### config.mk
export PLATFORM = sky130hd
export DESIGN_NAME = deframer
export DESIGN_NICKNAME = d
export VERILOG_FILES = /design/src/rtl/deframer.sv
export SDC_FILE = /design/constraint.sdc
export NUM_CORES = 1
export LEC_CHECK = 0
export CAP_MARGIN = 20
export CORE_ASPECT_RATIO = 0.9
export CORE_MARGIN = 2
export CORE_UTILIZATION = 35
export DETAILED_ROUTE_END_ITERATION = 12
export SLEW_MARGIN = 30
export SYNTH_ARGS = -nofsm -noshare
export SYNTH_HDL_FRONTEND = slang
export SYNTH_SLANG_ARGS = --single-unit
### constraint.sdc
create_clock -name clk_i -period 3.56 [get_ports clk_i]
set_clock_uncertainty 0.05 [all_clocks]
set_input_delay 0.712 -clock clk_i [delete_from_list [all_inputs] [get_ports clk_i]]
set_output_delay 0.712 -clock clk_i [all_outputs]
set_load 0.1 [all_outputs]
### src/rtl/deframer.sv
// Splits a framed stream into payload beats plus a marker-checked width/height footer.
// Payload is forwarded through a single-entry output register; footer beats are consumed here.
module deframer #(
    parameter int                     PackedWidth    = 8,
    parameter int                     PacketLenElems = 1024,
    parameter logic [PackedWidth-1:0] TailByte0      = 8'hA5,
    parameter logic [PackedWidth-1:0] TailByte1      = 8'h5A,
    localparam int                    DimensionWidth = 2 * PackedWidth
) (
    input  logic                      clk_i,
    input  logic                      rst_i,
    input  logic                      valid_i,
    output logic                      ready_o,
    input  logic [PackedWidth-1:0]    data_i,
    output logic                      valid_o,
    input  logic                      ready_i,
    output logic [PackedWidth-1:0]    payload_o,
    output logic                      last_o,
    output logic [DimensionWidth-1:0] image_width_o,
    output logic [DimensionWidth-1:0] image_height_o,
    output logic                      dims_valid_o,
    output logic                      frame_error_o
);

    // A one-beat packet still needs a 1-bit counter to keep the vector legal.
    localparam int                  CntWidth = (PacketLenElems > 1) ? $clog2(PacketLenElems) : 1;
    localparam logic [CntWidth-1:0] LastCnt  = CntWidth'(PacketLenElems - 1);

    typedef enum logic [2:0] {
        ST_PAYLOAD  = 3'd0,
        ST_TAIL0    = 3'd1,
        ST_TAIL1    = 3'd2,
        ST_WIDTH_H  = 3'd3,
        ST_WIDTH_L  = 3'd4,
        ST_HEIGHT_H = 3'd5,
        ST_HEIGHT_L = 3'd6
    } state_t;

    state_t                    state_r;
    logic [CntWidth-1:0]       cnt_r;
    logic [DimensionWidth-1:0] width_sh_r;
    logic [DimensionWidth-1:0] height_sh_r;
    logic                      in_fire_s;

    assign in_fire_s = valid_i && ready_o;

    // Input acceptance: payload needs room in the output register, footer beats are always taken.
    always_comb begin
        ready_o = 1'b1;
        if (state_r == ST_PAYLOAD) begin
            ready_o = !valid_o || ready_i;
        end else begin
            ready_o = 1'b1;
        end
    end

    // Framing state machine together with its registered outputs and dimension capture.
    always_ff @(posedge clk_i or posedge rst_i) begin
        if (rst_i) begin
            state_r        <= ST_PAYLOAD;
            cnt_r          <= '0;
            width_sh_r     <= '0;
            height_sh_r    <= '0;
            valid_o        <= 1'b0;
            last_o         <= 1'b0;
            payload_o      <= '0;
            image_width_o  <= '0;
            image_height_o <= '0;
            dims_valid_o   <= 1'b0;
            frame_error_o  <= 1'b0;
        end else begin
            dims_valid_o  <= 1'b0;
            frame_error_o <= 1'b0;

            // Drain the output register; a payload accept below overrides this.
            if (valid_o && ready_i) begin
                valid_o <= 1'b0;
                last_o  <= 1'b0;
            end

            if (in_fire_s) begin
                case (state_r)
                    ST_PAYLOAD: begin
                        payload_o <= data_i;
                        valid_o   <= 1'b1;
                        if (cnt_r == LastCnt) begin
                            last_o  <= 1'b1;
                            cnt_r   <= '0;
                            state_r <= ST_TAIL0;
                        end else begin
                            last_o  <= 1'b0;
                            cnt_r   <= cnt_r + CntWidth'(1);
                        end
                    end
                    ST_TAIL0: begin
                        if (data_i == TailByte0) begin
                            state_r <= ST_TAIL1;
                        end else begin
                            frame_error_o <= 1'b1;
                            state_r       <= ST_PAYLOAD;
                        end
                    end
                    ST_TAIL1: begin
                        if (data_i == TailByte1) begin
                            state_r <= ST_WIDTH_H;
                        end else begin
                            frame_error_o <= 1'b1;
                            state_r       <= ST_PAYLOAD;
                        end
                    end
                    ST_WIDTH_H: begin
                        width_sh_r[DimensionWidth-1:PackedWidth] <= data_i;
                        state_r <= ST_WIDTH_L;
                    end
                    ST_WIDTH_L: begin
                        width_sh_r[PackedWidth-1:0] <= data_i;
                        state_r <= ST_HEIGHT_H;
                    end
                    ST_HEIGHT_H: begin
                        height_sh_r[DimensionWidth-1:PackedWidth] <= data_i;
                        state_r <= ST_HEIGHT_L;
                    end
                    ST_HEIGHT_L: begin
                        // Low height byte arrives on this beat, so publish it directly.
                        height_sh_r[PackedWidth-1:0] <= data_i;
                        image_width_o  <= width_sh_r;
                        image_height_o <= {height_sh_r[DimensionWidth-1:PackedWidth], data_i};
                        dims_valid_o   <= 1'b1;
                        state_r        <= ST_PAYLOAD;
                    end
                    default: begin
                        state_r <= ST_PAYLOAD;
                        cnt_r   <= '0;
                    end
                endcase
            end
        end
    end

endmodule

==> results_dict.tcl, run 1 <==
set metrics [dict create \
    status "complete, no violations" \
    ios 57 \
    core.rowCount 34 \
    grt_pass1_wl_mm 11.1 \
    arrival_ns 1.89 \
    ys_seq_elements 81 \
    netlist_top_cells_area "dfrtp_1 (58%), mux2_4 (13%), mux2_2 (11%)" \
    hpwl_mm 4.60 \
    highest_layer "met4" \
    drive_above_1_share_pct 30.3 \
    synth_cell_types 39 \
    p_per_area_nw_per_um2 467 \
    async_reset_ff_share_pct 100 \
    htree_levels 3 \
    syn_area_per_cell_um2 14.5 \
    post_drt_wl_per_cell_um 16.1 \
    crit_path_max_fanout 2 \
    p_leak_nw 2.06 \
    start_util_pct 35.9 \
    cp-end-kind "primary output" \
    nets 312 \
    cts_hold_buf 0 \
    core_region_area_um2 9660 \
    start_kind "flip-flop" \
    max_slew_margin_pct 33.8 \
    max_stage_delay_ns 1.16 \
    clock-root-buffer "clkbuf_8" \
    die-area_um2 10700 \
    mostFrequentLayoutCells "dfrtp_1 (81), clkdlybuf4s50_1 (51), mux2_2 (33), mux2_4 (29), nand2_1 (12)" \
    cp_top_family "buffers and inverters" \
    maxCapViolCount 0 \
    dr_wl_met3_um 266 \
    dp_slack_ns 0.651 \
    hold_class "reg2reg" \
    first_pass_iters 4 \
    seq_area_frac_synth_pct 58.5 \
    dpl_cell_area_um2 4140 \
    grt_antenna_before_repair 0 \
    tightest_slew_ns 0.989 \
    vias 2120 \
    drc_errors 0 \
    crit_path_cell_trace "clkdlybuf4s50_1" \
    cts_resized 0 \
    globalRouteOverflowTotal 0 \
    cts_tree "yes" \
    critPathSlowestCell "clkdlybuf4s50_1" \
    wl_met1_mm 3.42 \
    worstPathRequired_ns 2.80 \
    yosysWarnings 0 \
    totalWireLength_mm 6.93 \
    fin_area_um2 4360 \
    die_h_um 98.4 \
    max-vdd-ir-drop_v 0.000231 \
    fmax_ghz 0.377 \
    setup_tns_ns 0 \
    antenna_left 0 \
    synth_fp_nets 252 \
    final_common_cell "dfrtp_1" \
    gp_congestion 0.788 \
    postCtsSetupRepairBufs 0 \
    die_w_um 109 \
    syn-instance-count 239 \
    fin_crit_sh_pct 74.6 \
    track_usage_pct 13.7 \
    grt_pass1_vias 2122 \
    antenna_cells 0 \
    drtIter0Drc 37 \
    cts_buffers 9 \
    synth_top_area_share_pct 58.5 \
    finalMaxSlewViolations 0 \
    viasPerCell 4.93 \
    io_buffer_count 56 \
    wl_met2_mm 3.16 \
    clock-sinks 81 \
    rsz0062_at_grt "false" \
    setup_slack_ns 0.904 \
    synth_largest_area_cell "dfrtp_1" \
    clk_pin_slew_ns 0.08 \
    syn2layout_area_growth_pct 25.8 \
    setup_viol_count_final 0 \
    layout_min_cycle_time_ns 2.66 \
    timing.hold.ws_ns 0.439 \
    path_buf_inv 1 \
    insertion_delay_ns 0.34 \
    finalHoldViolCount 0 \
    netlist_area_um2 3470 \
    synth-edff-count 0 \
    synth_flop_cell "dfrtp_1" \
    clockBufferDepth 2 \
    grt_max_degree 46 \
    criticalPathCategory "reg2out" \
]
## final cells by class
| cell class | instances | area, um2 |
|---|---|---|
| timing repair buffer | 59 | 596 |
| clock buffer | 9 | 124 |
| multi-input combinational | 144 | 1350 |
| sequential | 81 | 2030 |
| inverter | 4 | 16.3 |
| fill | 895 | 5300 |
| clock inverter | 7 | 93.8 |
| tap | 126 | 158 |
## cells by family after synthesis
family / count (synthesis) / synth area share (%)
AOI/OAI and AO/OA: 26 / 4.59
DFF: 81 / 58.5
buffers and inverters: 14 / 2.74
xor gates and xnor gates: 2 / 0.506
and+or+nand+nor: 50 / 9.06
muxes: 65 / 24.3
adders and majority gates: 1 / 0.361
## routing by layer
metal  up-vias  global-route usage [%]
met5         -                       0
met4         0                    4.44
met3         8                    4.21
met2        42                    20.4
met1      1082                    19.2
li1        988                       -
## flip-flops by register name, summed over array words and instances, names as in the netlist, 3 cells and up
signal,count
payload_o,8
cnt_r,10
width_sh_r,16
height_sh_r,8
image_height_o,16
state_r,3
image_width_o,16
## path summary, 6_finish.rpt
| check | startpoint | to | slack [ns] | cells after the start |
|---|---|---|---|---|
| max in group asynchronous | rst_i | image_width_o[13]$_DFFE_PP0P_ | 2.09 | 3 |
| setup / recovery | image_width_o[7]$_DFFE_PP0P_ | image_width_o[7] | 0.90 | 1 |
| hold reg to reg | width_sh_r[8]$_DFFE_PP0P_ | image_width_o[8]$_DFFE_PP0P_ | 0.44 | 1 |
| setup reg to reg | state_r[2]$_DFFE_PP0P_ | image_width_o[10]$_DFFE_PP0P_ | 1.41 | 4 |
| hold / removal | width_sh_r[8]$_DFFE_PP0P_ | image_width_o[8]$_DFFE_PP0P_ | 0.44 | 1 |
| min in group asynchronous | rst_i | cnt_r[3]$_DFFE_PP0P_ | 0.71 | 2 |
## synth_stat cells (2+ instances only)
library cell  number
o31ai_1            5
a21oi_1           10
nor4b_1            2
o21ai_0            5
nand3_1            5
buf_2              4
mux2_2            33
mux2_1             3
or4_1              3
nor2b_1            3
inv_1              3
nand2_1           12
buf_6              5
nand4_1            5
nor2_1             3
and4_1             3
mux2_4            29
or3_1              5
dfrtp_1           81
## report_power, final
| group | total (W) | internal (W) | switching (W) |
|---|---|---|---|
| combinational | 0.000298 | 0.0000875 | 0.000210 |
| clock | 0.000733 | 0.000395 | 0.000338 |
| sequential | 0.00101 | 0.000965 | 0.0000421 |
## per-stage QoR
step | std cells | power (W) | utilization (%)
after detailed placement | 414 | 0.00132 | 42.9
after CTS | 430 | 0.00206 | 45.1
final | 430 | 0.00204 | 45.1
after floorplan | 239 | 0.00123 | -
after global routing | 430 | 0.00214 | 45.1
after global placement | 414 | 0.00132 | 42.9
Note: power is estimated with default switching activity, not from simulation.
==> inputs of run 2 (changes only) <==
==> constraint.sdc (replaced) <==
create_clock -name clk_i -period 2.4 [get_ports clk_i]
set_clock_uncertainty 0.05 [all_clocks]
set_input_delay 0.48 -clock clk_i [delete_from_list [all_inputs] [get_ports clk_i]]
set_output_delay 0.48 -clock clk_i [all_outputs]
set_load 0.1 [all_outputs]
==> results_dict.tcl, run 2 (same netlist as run 1, synthesis figures left out) <==
set metrics [dict create \
    final_common_cell "dfrtp_1" \
    insertion_delay_ns 0.34 \
    drive_above_1_share_pct 46.9 \
    maxCapViolCount 0 \
    hpwl_mm 4.71 \
    totalWireLength_mm 6.97 \
    clock-root-buffer "clkbuf_8" \
    top_regs "image_height_o x16, image_width_o x16, width_sh_r x16" \
    fin_crit_sh_pct 94.7 \
    post_drt_wl_per_cell_um 15.6 \
    grt_pass1_wl_mm 11.7 \
    worstPathRequired_ns 1.87 \
    globalRouteOverflowTotal 0 \
    p_leak_nw 2.20 \
    cp_top_family "simple AND/OR/NAND/NOR gates" \
    die_h_um 98.4 \
    tightest_slew_ns 0.534 \
    postLayoutCoreUtil_pct 45.5 \
    finalPower_w 0.00299 \
    crit_path_max_fanout 13 \
    htree_levels 3 \
    clock-sinks 81 \
    setup_tns_ns 0 \
    nets 328 \
    ios 57 \
    crit_path_cell_trace "or3_1 > or2_2 > buf_12" \
    start_kind "flip-flop" \
    layout_min_cycle_time_ns 2.27 \
    p_per_area_nw_per_um2 679 \
    max_stage_delay_ns 0.51 \
    dp.cells 428 \
    fmax_ghz 0.440 \
    core_region_area_um2 9660 \
    viasPerCell 4.92 \
    grt_max_degree 82 \
    cts_buffers 9 \
    first_pass_iters 4 \
    status "complete, no violations" \
    rsz0062_at_grt "false" \
    criticalPathCategory "reg2out" \
    setup_viol_count_final 0 \
    track_usage_pct 14.4 \
    cts_tree "yes" \
    mostFrequentLayoutCells "dfrtp_1 (79), buf_4 (61), mux2_2 (33), mux2_4 (29)" \
    grt_pass1_vias 2214 \
    die_w_um 109 \
    arrival_ns 1.74 \
    critPathSlowestCell "dfrtp_2" \
    finalMaxSlewViolations 0 \
    start_util_pct 35.9 \
    die-area_um2 10700 \
    core.rowCount 34 \
    finalHoldViolCount 0 \
    stdcell_count 446 \
    gp_congestion 0.756 \
    clk_pin_slew_ns 0.08 \
    drtIter0Drc 74 \
    vias 2196 \
    clockBufferDepth 2 \
    grt_antenna_before_repair 0 \
    io_buffer_count 56 \
    cp-end-kind "primary output" \
    drc_errors 0 \
    dp_slack_ns 0.0882 \
    antenna_cells 0 \
    path_buf_inv 1 \
    antenna_left 0 \
    max_slew_margin_pct 64.4 \
    cts_hold_buf 0 \
    setup_slack_ns 0.126 \
    max-vdd-ir-drop_v 0.000340 \
    syn2layout_area_growth_pct 26.8 \
    hold_class "reg2reg" \
]
[run 2: area by class of cell]
class                   count  area (um2)
flip-flops and latches     81        2030
well taps                 126         158
multi-input cells         144        1350
fillers                   859        5260
repair buffers             75         628
clock buffers              12         165
inverters                   4        18.8
clock inverters             4        50.0
[run 2: path summary, 6_finish.rpt]
check	from	to	slack, ns	depth (start not counted)
setup / recovery	state_r[1]$_DFFE_PP0P_	ready_o	0.13	3
hold / removal	width_sh_r[9]$_DFFE_PP0P_	image_width_o[9]$_DFFE_PP0P_	0.44	1
setup reg to reg	state_r[2]$_DFFE_PP0P_	cnt_r[5]$_DFFE_PP0P_	0.41	6
max in group asynchronous	rst_i	width_sh_r[3]$_DFFE_PP0P_	1.40	3
hold reg to reg	width_sh_r[9]$_DFFE_PP0P_	image_width_o[9]$_DFFE_PP0P_	0.44	1
min in group asynchronous	rst_i	cnt_r[2]$_DFFE_PP0P_	0.51	3
[run 2: layer usage]
metal	up-vias	part of all wire (%)	track usage, %
met3	7	4.1	3.87
li1	1017	-	-
met1	1123	48	21.0
met4	0	1.3	5.33
met5	-	0	0
met2	49	46	20.4
[run 2: worst register-to-register path, cell delays in order (launching register included)]
cell and delay [ns]:
dfrtp_2 0.45, buf_4 0.15, nor3_2 0.28, a31oi_1 0.16, buf_4 0.19, or4_1 0.50
a21oi_1 0.15
[run 2: repair_timing]
action	in CTS	in global routing
setup endpoints to repair	0	1
gates resized for setup	0	2
buffers inserted	0	2
[run 2: report_power, final]
group / internal [W] / total [W] / switching (W)
Clock: 0.000564 / 0.00104 / 0.000478
Combinational: 0.000136 / 0.000452 / 0.000316
Sequential: 0.00143 / 0.00149 / 0.0000594
[run 2: through the flow]
step	area (um2)	hold WS, ns
after detailed placement	4160	0.425
after global routing	4390	0.466
after global placement	4160	0.410
final	4390	0.436
after CTS	4380	0.444
after floorplan	3470	0.402
==> inputs of run 3 (changes only) <==
--- a/config.mk
+++ b/config.mk
@@ -10,6 +10,8 @@
 export CORE_MARGIN = 2
 export CORE_UTILIZATION = 35
 export DETAILED_ROUTE_END_ITERATION = 12
+export HOLD_SLACK_MARGIN = 0.08
+export RECOVER_POWER = 100
 export SLEW_MARGIN = 30
 export SYNTH_ARGS = -nofsm -noshare
 export SYNTH_HDL_FRONTEND = slang
==> results_dict.tcl, run 3 (same netlist as run 1, synthesis figures left out) <==
set metrics [dict create \
    r2r_setup_slack_ns 0.21 \
    start_util_pct 35.9 \
    hold_depth 1 \
    max_stage_delay_ns 0.44 \
    criticalPathCategory "reg2out" \
    dp_slack_ns 0.0882 \
    clock-sinks 81 \
    clk_pin_slew_ns 0.08 \
    setup_viol_count_final 0 \
    reg2reg_from "state_r[2]$_DFFE_PP0P_" \
    met3_usage_pct 3.87 \
    p_clk_share_pct 35.3 \
    grtUsageMet2_pct 20.4 \
    die_w_um 109 \
    fin_area_um2 4100 \
    use_met1_pct 21.0 \
    grt_antenna_before_repair 0 \
    hold_path.startpoint "width_sh_r[0]$_DFFE_PP0P_" \
    post_drt_wl_per_cell_um 15.5 \
    cp-end-kind "primary output" \
    power_switching_share_pct 28.8 \
    final_common_cell "dfrtp_1" \
    viasPerCell 4.91 \
    power.internal_w 0.00210 \
    ios 57 \
    cts_buffers 9 \
    first_pass_iters 4 \
    r2r-end "cnt_r[5]$_DFFE_PP0P_" \
    p_per_area_nw_per_um2 720 \
    antenna_cells 0 \
    start_kind "flip-flop" \
    postLayoutCoreUtil_pct 42.5 \
    timing.hold.ws_ns 0.431 \
    multi_input_area_um2 1220 \
    cts_tree "yes" \
    combPwrFrac_pct 14.3 \
    critPathSlowestCell "dfrtp_1" \
    setup_tns_ns 0 \
    p_switching_w 0.000852 \
    drive_above_1_share_pct 34.4 \
    die-area_um2 10700 \
    n_fill_cell 925 \
    hold_class "reg2reg" \
    setup_slack_ns 0.141 \
    clock-root-buffer "clkbuf_8" \
    max_slew_margin_pct 22.3 \
    regArea_um2 2030 \
    vias 2190 \
    grt_max_degree 82 \
    drc_errors 0 \
    io_buffer_count 56 \
    p_leak_nw 2.05 \
    r2r_cells 6 \
    crit_path_cell_trace "or3_1 > or2_2 > buf_6" \
    rsz0062_at_grt "false" \
    track_usage_pct 14.4 \
    worstPathRequired_ns 1.87 \
    finalMaxSlewViolations 0 \
    grt_pass1_vias 2214 \
    crit_path_max_fanout 6 \
    mostFrequentLayoutCells "dfrtp_1 (80), clkbuf_2 (44), mux2_2 (33), mux2_1 (32)" \
    tightest_slew_ns 1.17 \
    fmax_ghz 0.443 \
    cts_hold_buf 0 \
    gp_congestion 0.756 \
    top_usage_layer "met1" \
    max-vdd-ir-drop_v 0.000346 \
    die_h_um 98.4 \
    syn2layout_area_growth_pct 18.4 \
    core.rowCount 34 \
    dpl_cell_area_um2 4160 \
    core_region_area_um2 9660 \
    fin_crit_sh_pct 94.1 \
    maxCapViolCount 0 \
    nets 328 \
    globalRouteOverflowTotal 0 \
    layout_min_cycle_time_ns 2.26 \
    antenna_left 0 \
    top_regs "image_height_o x16, image_width_o x16, width_sh_r x16" \
    grt_pass1_wl_mm 11.7 \
    drtIter0Drc 75 \
    insertion_delay_ns 0.34 \
    worstHoldEndpoint "image_width_o[0]$_DFFE_PP0P_" \
    totalWireLength_mm 6.91 \
    pwr-share-seq_pct 50.4 \
    htree_levels 3 \
    finalHoldViolCount 0 \
    arrival_ns 1.73 \
    status "complete, no violations" \
    clockBufferDepth 2 \
    hpwl_mm 4.71 \
]
==> run 3: worst max path at each step <==
| stage | from | end | slack, ns | cells past startpoint |
|---|---|---|---|---|
| finish | state_r[2]$_DFFE_PP0P_ | ready_o | 0.14 | 3 |
| detailed placement | valid_i | image_width_o[10]$_DFFE_PP0P_ | 0.09 | 5 |
| floorplan | valid_o$_DFF_PP0_ | ready_o | 0.18 | 2 |
| global placement | valid_i | image_width_o[10]$_DFFE_PP0P_ | 0.1 | 5 |
| CTS | state_r[2]$_DFFE_PP0P_ | ready_o | 0.02 | 3 |
| global route | state_r[2]$_DFFE_PP0P_ | cnt_r[5]$_DFFE_PP0P_ | 0.02 | 6 |
==> run 3: critical path: cells and delay by family, from the launching register on <==
family,cells,cell delay [ns]
flip-flops,1,0.44
buffers and inverters,1,0.19
AND/OR/NAND/NOR,2,0.75
==> run 3: routing by layer <==
metal / up-vias / wire length (um)
li1: 1027 / -
met1: 1110 / 3370
met2: 43 / 3110
met3: 10 / 315
met4: 0 / 112
met5: - / 0
==> run 3: stage by stage <==
step / cells / total power [W]
floorplan: 239 / 0.00183
global placement: 428 / 0.00197
detailed placement: 428 / 0.00198
CTS: 444 / 0.00303
global route: 446 / 0.00310
finish: 446 / 0.00296
==> run 3: cell type report <==
type / instances / share of cell area (%)
clock buffers: 12 / 4.03
multi-input cells: 144 / 29.6
inverters: 4 / 0.457
flip-flops and latches: 81 / 49.4
clock inverters: 4 / 1.22
well taps: 126 / 3.84
repair buffers: 75 / 11.4
==> run 3: what timing repair did <==
action / CTS / global route
endpoints found under the setup margin: 0 / 1
gates resized for setup: 0 / 2
setup buffers: 0 / 2
==> run 3: power by group through the flow <==
stage | clock, W | combinational (W) | sequential (W)
floorplan | 0 | 0.000141 | 0.00168
global placement | 0 | 0.000450 | 0.00152
detailed placement | 0 | 0.000458 | 0.00152
CTS | 0.00108 | 0.000459 | 0.00149
global route | 0.00114 | 0.000457 | 0.00150
finish | 0.00104 | 0.000422 | 0.00149
